## src/rtl/router_pkg.sv

```systemverilog
// Shared types for the router output allocator.
package router_pkg;

   typedef enum logic {
      IDLE   = 1'b0,
      LOCKED = 1'b1
   } alloc_state_t;

endpackage

```

## src/rtl/rr_arbiter.sv

```systemverilog
// Round-robin selector: picks the first set request at or after ptr, wrapping
// modulo NUM_INPUTS. Pure combinational; returns a one-hot grant and its index.
module rr_arbiter #(
   parameter int NUM_INPUTS = 5,
   parameter int IDX_WIDTH  = $clog2(NUM_INPUTS)
) (
   input  logic [NUM_INPUTS-1:0] req,
   input  logic [IDX_WIDTH-1:0]  ptr,
   output logic [NUM_INPUTS-1:0] grant,
   output logic [IDX_WIDTH-1:0]  idx
);

   logic [IDX_WIDTH:0]   sum;
   logic [IDX_WIDTH-1:0] pos;
   logic                 found;

   always_comb begin
      grant = '0;
      idx   = '0;
      sum   = '0;
      pos   = '0;
      found = 1'b0;
      for (int off = 0; off < NUM_INPUTS; off++) begin
         sum = {1'b0, ptr} + (IDX_WIDTH+1)'(off);
         if (sum >= (IDX_WIDTH+1)'(NUM_INPUTS)) begin
            sum = sum - (IDX_WIDTH+1)'(NUM_INPUTS);
         end
         pos = sum[IDX_WIDTH-1:0];
         if (!found && req[pos]) begin
            found      = 1'b1;
            grant[pos] = 1'b1;
            idx        = pos;
         end
      end
   end

endmodule

```

## src/rtl/router_output_allocator.sv

```systemverilog
// Wormhole output allocator: round-robin between inputs, lock held until tail,
// credit-based flow control. Optional statistics via ROUTER_OUTPUT_ALLOC_STATS_EN.
module router_output_allocator
   import router_pkg::*;
#(
   parameter  int NUM_INPUTS        = 5,
   parameter  int FLIT_BUFFER_DEPTH = 8,
   localparam int CNT_WIDTH         = $clog2(FLIT_BUFFER_DEPTH+1),
   localparam int IDX_WIDTH         = $clog2(NUM_INPUTS)
) (
   input  logic                  clk_noc,
   input  logic                  rst_noc_sync,
   input  logic [NUM_INPUTS-1:0] req_in,
   input  logic [NUM_INPUTS-1:0] tail_in,
   input  logic [NUM_INPUTS-1:0] turn_disable,
   input  logic                  credit_in,
   output logic [NUM_INPUTS-1:0] grant_out,
   output logic                  send_out,
   output logic [IDX_WIDTH-1:0]  owner_out,
   output logic [CNT_WIDTH-1:0]  credit_cnt_out,
   output logic                  credit_err_out
`ifdef ROUTER_OUTPUT_ALLOC_STATS_EN
   ,
   output logic [31:0]           flit_cnt_out,
   output logic [31:0]           stall_cnt_out
`endif
);

   localparam logic [CNT_WIDTH-1:0] CREDIT_MAX = CNT_WIDTH'(FLIT_BUFFER_DEPTH);

   alloc_state_t          state, state_nxt;
   logic [IDX_WIDTH-1:0]  rr_ptr, rr_ptr_nxt;
   logic [IDX_WIDTH-1:0]  owner, owner_nxt;
   logic [CNT_WIDTH-1:0]  credit_cnt;
   logic                  credit_err;

   logic [NUM_INPUTS-1:0] eligible;
   logic [NUM_INPUTS-1:0] arb_grant;
   logic [IDX_WIDTH-1:0]  arb_idx;
   logic [NUM_INPUTS-1:0] owner_oh;
   logic [NUM_INPUTS-1:0] grant;
   logic [IDX_WIDTH-1:0]  win_idx;
   logic                  owner_req;
   logic                  credit_ok;
   logic                  send;
   logic                  win_tail;

   function automatic logic [IDX_WIDTH-1:0] next_idx(input logic [IDX_WIDTH-1:0] cur);
      if (cur == IDX_WIDTH'(NUM_INPUTS-1)) begin
         return '0;
      end
      return cur + 1'b1;
   endfunction

   // The turn mask only filters new arbitration; an established owner ignores it.
   assign eligible  = req_in & ~turn_disable;
   assign credit_ok = (credit_cnt != '0);

   always_comb begin
      owner_oh = '0;
      for (int i = 0; i < NUM_INPUTS; i++) begin
         owner_oh[i] = (owner == IDX_WIDTH'(i));
      end
   end

   assign owner_req = |(req_in & owner_oh);

   rr_arbiter #(
      .NUM_INPUTS (NUM_INPUTS),
      .IDX_WIDTH  (IDX_WIDTH)
   ) u_rr_arbiter (
      .req   (eligible),
      .ptr   (rr_ptr),
      .grant (arb_grant),
      .idx   (arb_idx)
   );

   always_ff @(posedge clk_noc) begin
      if (rst_noc_sync) begin
         state  <= IDLE;
         rr_ptr <= '0;
         owner  <= '0;
      end else begin
         state  <= state_nxt;
         rr_ptr <= rr_ptr_nxt;
         owner  <= owner_nxt;
      end
   end

   always_comb begin
      state_nxt  = state;
      rr_ptr_nxt = rr_ptr;
      owner_nxt  = owner;
      grant      = '0;
      win_idx    = (state == IDLE) ? arb_idx : owner;
      // A credit arriving this cycle is not usable until the next one.
      if (!rst_noc_sync && credit_ok) begin
         case (state)
            IDLE:    grant = arb_grant;
            LOCKED:  grant = owner_req ? owner_oh : '0;
            default: grant = '0;
         endcase
      end
      send     = |grant;
      win_tail = |(tail_in & grant);
      if (send) begin
         owner_nxt = win_idx;
         if (win_tail) begin
            state_nxt  = IDLE;
            rr_ptr_nxt = next_idx(win_idx);
         end else begin
            state_nxt  = LOCKED;
         end
      end
   end

   always_ff @(posedge clk_noc) begin
      if (rst_noc_sync) begin
         credit_cnt <= CREDIT_MAX;
         credit_err <= 1'b0;
      end else begin
         case ({send, credit_in})
            2'b10: credit_cnt <= credit_cnt - 1'b1;
            2'b01: begin
               if (credit_cnt == CREDIT_MAX) begin
                  credit_err <= 1'b1;
               end else begin
                  credit_cnt <= credit_cnt + 1'b1;
               end
            end
            default: credit_cnt <= credit_cnt;
         endcase
      end
   end

   assign grant_out      = grant;
   assign send_out       = send;
   assign owner_out      = owner;
   assign credit_cnt_out = credit_cnt;
   assign credit_err_out = credit_err;

`ifdef ROUTER_OUTPUT_ALLOC_STATS_EN
   logic        stall;
   logic [31:0] flit_cnt;
   logic [31:0] stall_cnt;

   assign stall = !credit_ok && ((state == IDLE) ? |eligible : owner_req);

   always_ff @(posedge clk_noc) begin
      if (rst_noc_sync) begin
         flit_cnt  <= '0;
         stall_cnt <= '0;
      end else begin
         if (send) begin
            flit_cnt <= flit_cnt + 32'd1;
         end
         if (stall) begin
            stall_cnt <= stall_cnt + 32'd1;
         end
      end
   end

   assign flit_cnt_out  = flit_cnt;
   assign stall_cnt_out = stall_cnt;
`endif

endmodule

```

## config.mk

```make
export PLATFORM = sky130hd
export DESIGN_NAME = router_output_allocator
export DESIGN_NICKNAME = d
export VERILOG_FILES = /design/src/rtl/router_pkg.sv /design/src/rtl/rr_arbiter.sv /design/src/rtl/router_output_allocator.sv
export SDC_FILE = /design/constraint.sdc
export NUM_CORES = 1
export LEC_CHECK = 0
export CORE_MARGIN = 2
export CORE_UTILIZATION = 61
export CTS_BUF_LIST = sky130_fd_sc_hd__clkbuf_8 sky130_fd_sc_hd__clkbuf_16
export DETAILED_ROUTE_END_ITERATION = 7
export PLACE_DENSITY = 0.85
export SYNTH_ARGS = -nofsm -noshare
export SYNTH_HDL_FRONTEND = slang
export SYNTH_HIERARCHICAL = 1
export SYNTH_SLANG_ARGS = --single-unit
```

## constraint.sdc

```tcl
create_clock -name clk_noc -period 7.2 [get_ports clk_noc]
set_input_delay 1.08 -clock clk_noc [delete_from_list [all_inputs] [get_ports clk_noc]]
set_output_delay 1.08 -clock clk_noc [all_outputs]
set_load 0.02 [all_outputs]
```

==> results of run 1 <==
[flip-flops by register name, indices dropped and copies added (netlist names)]
| name | count |
|---|---|
| credit_cnt_out | 4 |
| credit_err_out | 1 |
| owner_out | 3 |
| rr_ptr | 3 |
| state | 1 |
[power breakdown]
group	internal (mW)	switching [mW]	total, mW
Combinational	0.493	0.711	1.20
Clock	0.0366	0.0219	0.0585
Sequential	0.0910	0.0476	0.139
[logic make-up after synthesis]
logic type / synth area share (%)
AO/OA/AOI/OAI: 34.0
XOR/XNOR: 4.42
adder cells (fa/ha/maj): 8.63
buffers and inverters: 7.14
flip-flops: 10.2
multiplexers: 6.13
AND/OR/NAND/NOR: 29.5
[cell usage after synthesis (5+ instances only)]
cell type                  count
sky130_fd_sc_hd__nand2b_1      8
sky130_fd_sc_hd__dfxtp_1      12
sky130_fd_sc_hd__mux2i_1      11
sky130_fd_sc_hd__inv_1        18
sky130_fd_sc_hd__nor2_1       15
sky130_fd_sc_hd__o21a_1        5
sky130_fd_sc_hd__ha_1         13
sky130_fd_sc_hd__or3_1         9
sky130_fd_sc_hd__xnor2_1       8
sky130_fd_sc_hd__nand3_1      13
sky130_fd_sc_hd__o221ai_1      6
sky130_fd_sc_hd__nor2b_1       9
sky130_fd_sc_hd__nand2_1      32
sky130_fd_sc_hd__nor3_1        5
sky130_fd_sc_hd__a21oi_1      12
sky130_fd_sc_hd__o31ai_1       5
sky130_fd_sc_hd__a21o_1        6
sky130_fd_sc_hd__o21ai_0      12
sky130_fd_sc_hd__buf_2         5
sky130_fd_sc_hd__o21ai_1       5
[worst max-delay path: cells and delay by family (launching register included)]
kind,cells,cell delay [ns]
AOI/OAI and AO/OA,5,1.16
and+or+nand+nor,4,1.11
buffers and inverters,2,0.94
DFF,1,0.77
muxes,1,0.48
adders and majority gates,1,0.43
[routing by layer]
metal / global-route usage [%] / vias up / share of wire, %
met2: 52.4 / 128 / 44
li1: - / 1221 / -
met5: 0 / - / 0
met1: 41.9 / 1178 / 45
met3: 5.11 / 22 / 7.9
met4: 8.93 / 0 / 2.2
[worst min-delay path by stage]
stage                                startpoint                     endpoint  slack, ns  cells after the start
CTS                 credit_err_out$_SDFFE_PP0P_  credit_err_out$_SDFFE_PP0P_       0.47                      2
detailed placement  credit_err_out$_SDFFE_PP0P_  credit_err_out$_SDFFE_PP0P_       0.46                      2
global placement    credit_err_out$_SDFFE_PP0P_  credit_err_out$_SDFFE_PP0P_       0.46                      2
floorplan                rr_ptr[0]$_SDFFE_PP0P_       rr_ptr[0]$_SDFFE_PP0P_       0.54                      2
global route        credit_err_out$_SDFFE_PP0P_  credit_err_out$_SDFFE_PP0P_       0.52                      2
finish              credit_err_out$_SDFFE_PP0P_  credit_err_out$_SDFFE_PP0P_       0.48                      2
[cell usage in the layout (no fill, tap or decap), drive strengths merged, types with 6 or more instances in the layout]
cell and n:
xnor2 9, dfxtp 12, nor2 15, o21ai 17
ha 13, nand3 14, nand2b 9, inv 19
o221ai 6, mux2i 11, a21oi 15, nor3 6
a21o 6, nor2b 9, clkdlybuf4s50 31, or3 9
nand2 32
[final cells by class]
type	instances	area, µm²	share of cell area (%)
clock buffer	3	41.3	1.54
inverter	19	71.3	2.65
multi-input combinational	266	1940	72.2
sequential	12	240	8.94
tap	48	60.1	2.24
timing repair buffer	34	333	12.4
[metrics by stage]
| step | total power [mW] | cell area [µm²] | cells | util, % | hold WS [ns] |
|---|---|---|---|---|---|
| after global routing | 1.53 | 2690 | 382 | 72.8 | 0.520 |
| after detailed placement | 1.32 | 2650 | 379 | 71.7 | 0.462 |
| after CTS | 1.38 | 2690 | 382 | 72.8 | 0.474 |
| after global placement | 1.29 | 2650 | 379 | 71.7 | 0.458 |
| final | 1.40 | 2690 | 382 | 72.8 | 0.481 |
| after floorplan | 1.08 | 2350 | 311 | - | 0.535 |
==> out/summary.log, run 1 <==
qor: run_status.outcome finished, final reports clean
qor: floorplan.core_region_area 3690 µm²
qor: synthesis.ys_warn_count 6
qor: floorplan.ioPinCount 32
qor: drt.detail_route.iter0.violations 266
qor: cts.clock_sinks 12
qor: grt.globalRouteOverflowTotal 0
qor: power.p_leak 1.09 nW
qor: hold_path.worst_hold_path_type reg -> reg
qor: drt.drt_pre_antenna_iters 5
qor: timing.setup-tns-final 0 ns
qor: drt.routed_wire_length 6.50 mm
qor: critical_path.timing.critical_path.required 6.12 ns
qor: timing.min_period_over_period 86.6%
qor: timing.period_minus_slack 6.23 ns
qor: drt.drc_errors 0
qor: synthesis.syn_nets 344
qor: timing.max-slew-margin-rel 50.8%
qor: placed_design.gp_congestion 0.969
qor: critical_path.reg2reg_to credit_cnt_out[3]$_SDFFE_PP1P_
qor: critical_path.path_cells inv_1, ha_1, a21oi_2, mux2i_1, and3_1, o21a_1, nand3b_1, or3_1, o311ai_2, or4_1, a22oi_4, a21oi_2, clkdlybuf4s50_1
qor: cts.clk_pin_slew 0.05 ns
qor: power.maximum_resistive_drop_on_vdd 0.000342 V
qor: timing.timing_worst_slew_pin_value 0.732 ns
qor: synthesis.synth-seq-area-share 10.2%
qor: synthesis.synth_edf_count 0
qor: floorplan.initial_utilization 63.7%
qor: cts.post_cts.resized_instances 0
qor: critical_path.kind_of_capture_point_of_the_worst_setup_path output pin
qor: layout.drive_gt1_share 6.89%
qor: critical_path.ff2ff_setup_slack 1.41 ns
qor: placed_design.detailedPlacementHpwl 5.03 mm
qor: synthesis.synthCells 311
qor: cts.cts_hold_buf 0
qor: cts.tritoncts yes
qor: critical_path.critical_path.endpoint send_out
qor: critical_path.critical_path_class reg -> out
qor: timing.maxClockFrequency 160 MHz
qor: critical_path.worst_r2r_path_depth 18
qor: placed_design.detailedPlace.worstSlack 1.16 ns
qor: synthesis.synthesis.area_per_instance 7.55 µm²
qor: critical_path.critical_path.startpoint rr_ptr[2]$_SDFFE_PP0P_
qor: critical_path.critical_path.most_common_cell sky130_fd_sc_hd__a21oi_2
qor: timing.total_count_of_max_transition_violations_in_the_final_report 0
qor: grt.grt_max_degree 26
qor: cts.cts_setup_buffers 0
qor: grt.first_pass_grt_wire_length 10.8 mm
qor: layout.antenna-diode-count 0
qor: cts.cts_root_buf sky130_fd_sc_hd__clkbuf_8
qor: timing.grt_setup_unrepaired no
qor: synthesis.netlist_top_cells_area sky130_fd_sc_hd__dfxtp_1 10%, sky130_fd_sc_hd__ha_1 6.9%, sky130_fd_sc_hd__nand2_1 5.1%
qor: layout.areaGrowthSynthToFinish 14.4%
qor: critical_path.worst-path-max-fanout 17
qor: critical_path.setup.worst_path.start_class register
qor: drt.vias 2549
qor: power.power_density 522 nW/µm²
qor: placed_design.port_buffers 31
qor: timing.final-setup-viol-count 0
qor: synthesis.synth.largest_area_cell sky130_fd_sc_hd__dfxtp_1
qor: drt.avgViaCountPerCell 6.67
qor: drt.postRouteAntennaNets 0
qor: timing.fin_ws 0.966 ns
qor: synthesis.dominantRegCellSynth sky130_fd_sc_hd__dfxtp_1
qor: synthesis.synth_async_reset_ratio 0%
qor: floorplan.row_count 22
qor: grt.groute.usage.overall 31.5%
qor: timing.hold_viol 0
qor: synthesis.yosysTopAreaCellShare 10.2%
qor: timing.clock_skew_after_layout 0.00369 ns
qor: synthesis.synthesized_area 2350 µm²
qor: synthesis.synth_seq_cells 12
qor: critical_path.max_stage_delay 0.77 ns
qor: cts.cts_htree_levels 1
qor: run.maxCapViolations 0
qor: cts.cts_buffer_count 3
qor: floorplan.fp.dieArea 4360 µm²
qor: synthesis.synth.lib_cells_used.distinct 76
qor: critical_path.worstReg2RegStart rr_ptr[2]$_SDFFE_PP0P_
qor: drt.routed_wire_length_per_instance 17.0 µm
qor: grt.antenna_found_initial 0
qor: cts.cts.path.max_buffers 2
qor: cts.clock_insertion_delay_worst_skew 0.24 ns
qor: grt.via_count_of_the_first_global_routing_pass 2372
qor: critical_path.critical-path-slowest-cell sky130_fd_sc_hd__dfxtp_1
qor: layout.layout.filler_cells 317
qor: floorplan.vert_die_dim 66.1 µm
qor: layout.final_net_count 369
qor: floorplan.die_width 66.1 µm
qor: critical_path.crit_arrival 5.15 ns
No activity file was read; power rests on OpenSTA's default activity.
==> run 2: changes to the inputs <==
Settings changed: CORE_UTILIZATION 61 to 40, PLACE_DENSITY 0.85 to 0.59.
==> run 2 against run 1 <==
  * Count of clock-buffer cells in the layout stayed put
  * Clock power is 5.6% higher
  * Worst setup slack worse by 0.17 ns
  * Fmax is 2.6% lower
  * Power is 1.4% higher
  * Global-route usage is 9.6 points lower
  * Wire length is 8.3% higher
  * Clock skew hardly changed
==> out/summary.log, run 2 (synthesized netlist as in run 1, its figures left out) <==
qor: critical_path.max_stage_delay 0.85 ns
qor: hold_path.hold_end credit_err_out$_SDFFE_PP0P_
qor: cts.post_cts.resized_instances 0
qor: placed_design.instance_area_at_placement 2700 µm²
qor: timing.total_count_of_max_transition_violations_in_the_final_report 0
qor: critical_path.kind_of_capture_point_of_the_worst_setup_path output pin
qor: grt.antenna_found_initial 0
qor: placed_design.detailedPlacementHpwl 5.33 mm
qor: drt.routed_wire_length_per_instance 17.2 µm
qor: cts.cts_buffer_count 3
qor: cts.cts_setup_buffers 0
qor: grt.first_pass_grt_wire_length 11.2 mm
qor: cts.clock_insertion_delay_worst_skew 0.24 ns
qor: layout.finalInstanceArea 2740 µm²
qor: timing.period_minus_slack 6.40 ns
qor: grt.via_count_of_the_first_global_routing_pass 2270
qor: floorplan.core_region_area 5570 µm²
qor: drt.drc_errors 0
qor: cts.clock_sinks 12
qor: critical_path.path_buf_inv 2
qor: timing.setup-tns-final 0 ns
qor: timing.min_period_over_period 88.9%
qor: critical_path.ff2ff_setup_slack 1.07 ns
qor: drt.drt_pre_antenna_iters 5
qor: timing.fin_ws 0.797 ns
qor: run.maxCapViolations 0
qor: grt.globalRouteOverflowTotal 0
qor: critical_path.crit_arrival 5.32 ns
qor: grt.grt_max_degree 26
qor: timing.final-setup-viol-count 0
qor: cts.clk_pin_slew 0.05 ns
qor: layout.layout.filler_cells 578
qor: critical_path.critical_path_class reg -> out
qor: floorplan.die_width 80.6 µm
qor: floorplan.initial_utilization 42.1%
qor: critical_path.reg2reg_to credit_cnt_out[3]$_SDFFE_PP1P_
qor: hold_path.hold_path_depth 2
qor: floorplan.row_count 27
qor: layout.final_net_count 372
qor: power.design_power_total 1.42 mW
qor: critical_path.path_cells inv_1, ha_1, ha_1, o31ai_1, a221oi_2, nand4b_1, nor3_1, or3_1, or4_1, a22oi_4, a21oi_2, clkdlybuf4s50_1
qor: placed_design.detailedPlace.worstSlack 0.924 ns
qor: timing.maxClockFrequency 156 MHz
qor: timing.max-slew-margin-rel 35.3%
qor: placed_design.gp_congestion 0.967
qor: critical_path.timing.critical_path.max_delay_family compound AO/OA/AOI/OAI gates
qor: power.cell_internal_pwr 628 µW
qor: floorplan.vert_die_dim 80.6 µm
qor: floorplan.ioPinCount 32
qor: hold_path.worst_hold_path_type reg -> reg
qor: critical_path.worst_r2r_path_depth 17
qor: layout.most_frequent_cells_in_the_layout 32 x sky130_fd_sc_hd__nand2_1, 31 x sky130_fd_sc_hd__clkdlybuf4s50_1, 18 x sky130_fd_sc_hd__inv_1, 15 x sky130_fd_sc_hd__nor2_1
qor: critical_path.worstReg2RegStart rr_ptr[1]$_SDFFE_PP0P_
qor: cts.cts_htree_levels 1
qor: run_status.outcome finished, final reports clean
qor: power.part_of_the_total_power_dissipated_in_combinational_logic 86.8%
qor: power.switchingPower 793 µW
qor: layout.drive_gt1_share 7.72%
qor: layout.antenna-diode-count 0
qor: layout.final_core_density 49.1%
qor: power.seqPwrFrac 8.8%
qor: critical_path.timing.critical_path.required 6.12 ns
qor: drt.detail_route.iter0.violations 252
qor: hold_path.min_from credit_err_out$_SDFFE_PP0P_
qor: cts.tritoncts yes
qor: critical_path.critical_path.most_common_cell sky130_fd_sc_hd__ha_1
qor: placed_design.port_buffers 31
qor: timing.clock_skew_after_layout 0.00336 ns
qor: power.switching_share 55.8%
qor: layout.largest_register_ff_count 4
qor: power.power.clock.fraction 4.4%
qor: grt.groute.usage.overall 21.8%
qor: power.maximum_resistive_drop_on_vdd 0.000317 V
qor: timing.grt_setup_unrepaired no
qor: floorplan.fp.dieArea 6500 µm²
qor: cts.cts_hold_buf 0
qor: timing.timing_worst_slew_pin_value 0.970 ns
qor: drt.postRouteAntennaNets 0
qor: critical_path.critical-path-slowest-cell sky130_fd_sc_hd__a221oi_2
qor: cts.cts.path.max_buffers 2
qor: critical_path.setup.worst_path.start_class register
qor: drt.routed_wire_length 7.04 mm
qor: power.power_density 519 nW/µm²
qor: drt.vias 2550
qor: drt.avgViaCountPerCell 6.23
qor: layout.areaGrowthSynthToFinish 16.6%
qor: power.p_leak 1.11 nW
qor: timing.hold_viol 0
qor: critical_path.worst-path-max-fanout 17
qor: layout.mostFrequentLayoutCell sky130_fd_sc_hd__nand2_1
qor: cts.cts_root_buf sky130_fd_sc_hd__clkbuf_8
==> run 2: worst max path at each step <==
| stage | startpoint | endpoint | slack, ns | cells past startpoint |
|---|---|---|---|---|
| finish | rr_ptr[1]$_SDFFE_PP0P_ | send_out | 0.80 | 12 |
| global route | rr_ptr[1]$_SDFFE_PP0P_ | send_out | 0.49 | 12 |
| CTS | rr_ptr[1]$_SDFFE_PP0P_ | send_out | 0.88 | 12 |
| detailed placement | req_in[1] | send_out | 0.92 | 11 |
| global placement | req_in[1] | send_out | 1.03 | 11 |
| floorplan | rr_ptr[1]$_SDFFE_PP0P_ | credit_cnt_out[3]$_SDFFE_PP1P_ | 2.27 | 21 |
==> run 2: cell type report <==
cell class / instances / area [µm²] / share of cell area [%]
multi-input combinational: 266 / 1940 / 70.9
timing repair buffer: 37 / 355 / 13.0
sequential: 12 / 240 / 8.77
tap: 72 / 90.1 / 3.29
inverter: 19 / 71.3 / 2.60
clock buffer: 3 / 41.3 / 1.51
==> run 2: worst min-delay path, delay by kind of cell (launching register included) <==
kind | cells | cell delay [ns]
AO/OA/AOI/OAI | 1 | 0.04
flip-flops | 1 | 0.32
AND/OR/NAND/NOR | 1 | 0.08
==> run 2: power groups by stage <==
| stage | Sequential [mW] | Combinational [mW] | Clock [mW] |
|---|---|---|---|
| 3_5_place_dp | 0.127 | 1.21 | 0 |
| 2_1_floorplan | 0.137 | 0.941 | 0 |
| 3_3_place_gp | 0.127 | 1.21 | 0 |
| 5_1_grt | 0.130 | 1.36 | 0.0661 |
| 4_1_cts | 0.126 | 1.22 | 0.0629 |
| 6_report | 0.126 | 1.23 | 0.0618 |
==> run 2: metrics by stage <==
| step | hold slack [ns] | cells |
|---|---|---|
| 3_5_place_dp | 0.463 | 406 |
| 2_1_floorplan | 0.535 | 311 |
| 3_3_place_gp | 0.458 | 406 |
| 6_report | 0.483 | 409 |
| 4_1_cts | 0.477 | 409 |
| 5_1_grt | 0.501 | 409 |
==> run 2: layer usage <==
metal	track usage, %	part of all wire, %
met1	31.1	46
met2	33.4	45
met5	0	0
met3	3.48	6.9
met4	6.78	2.1
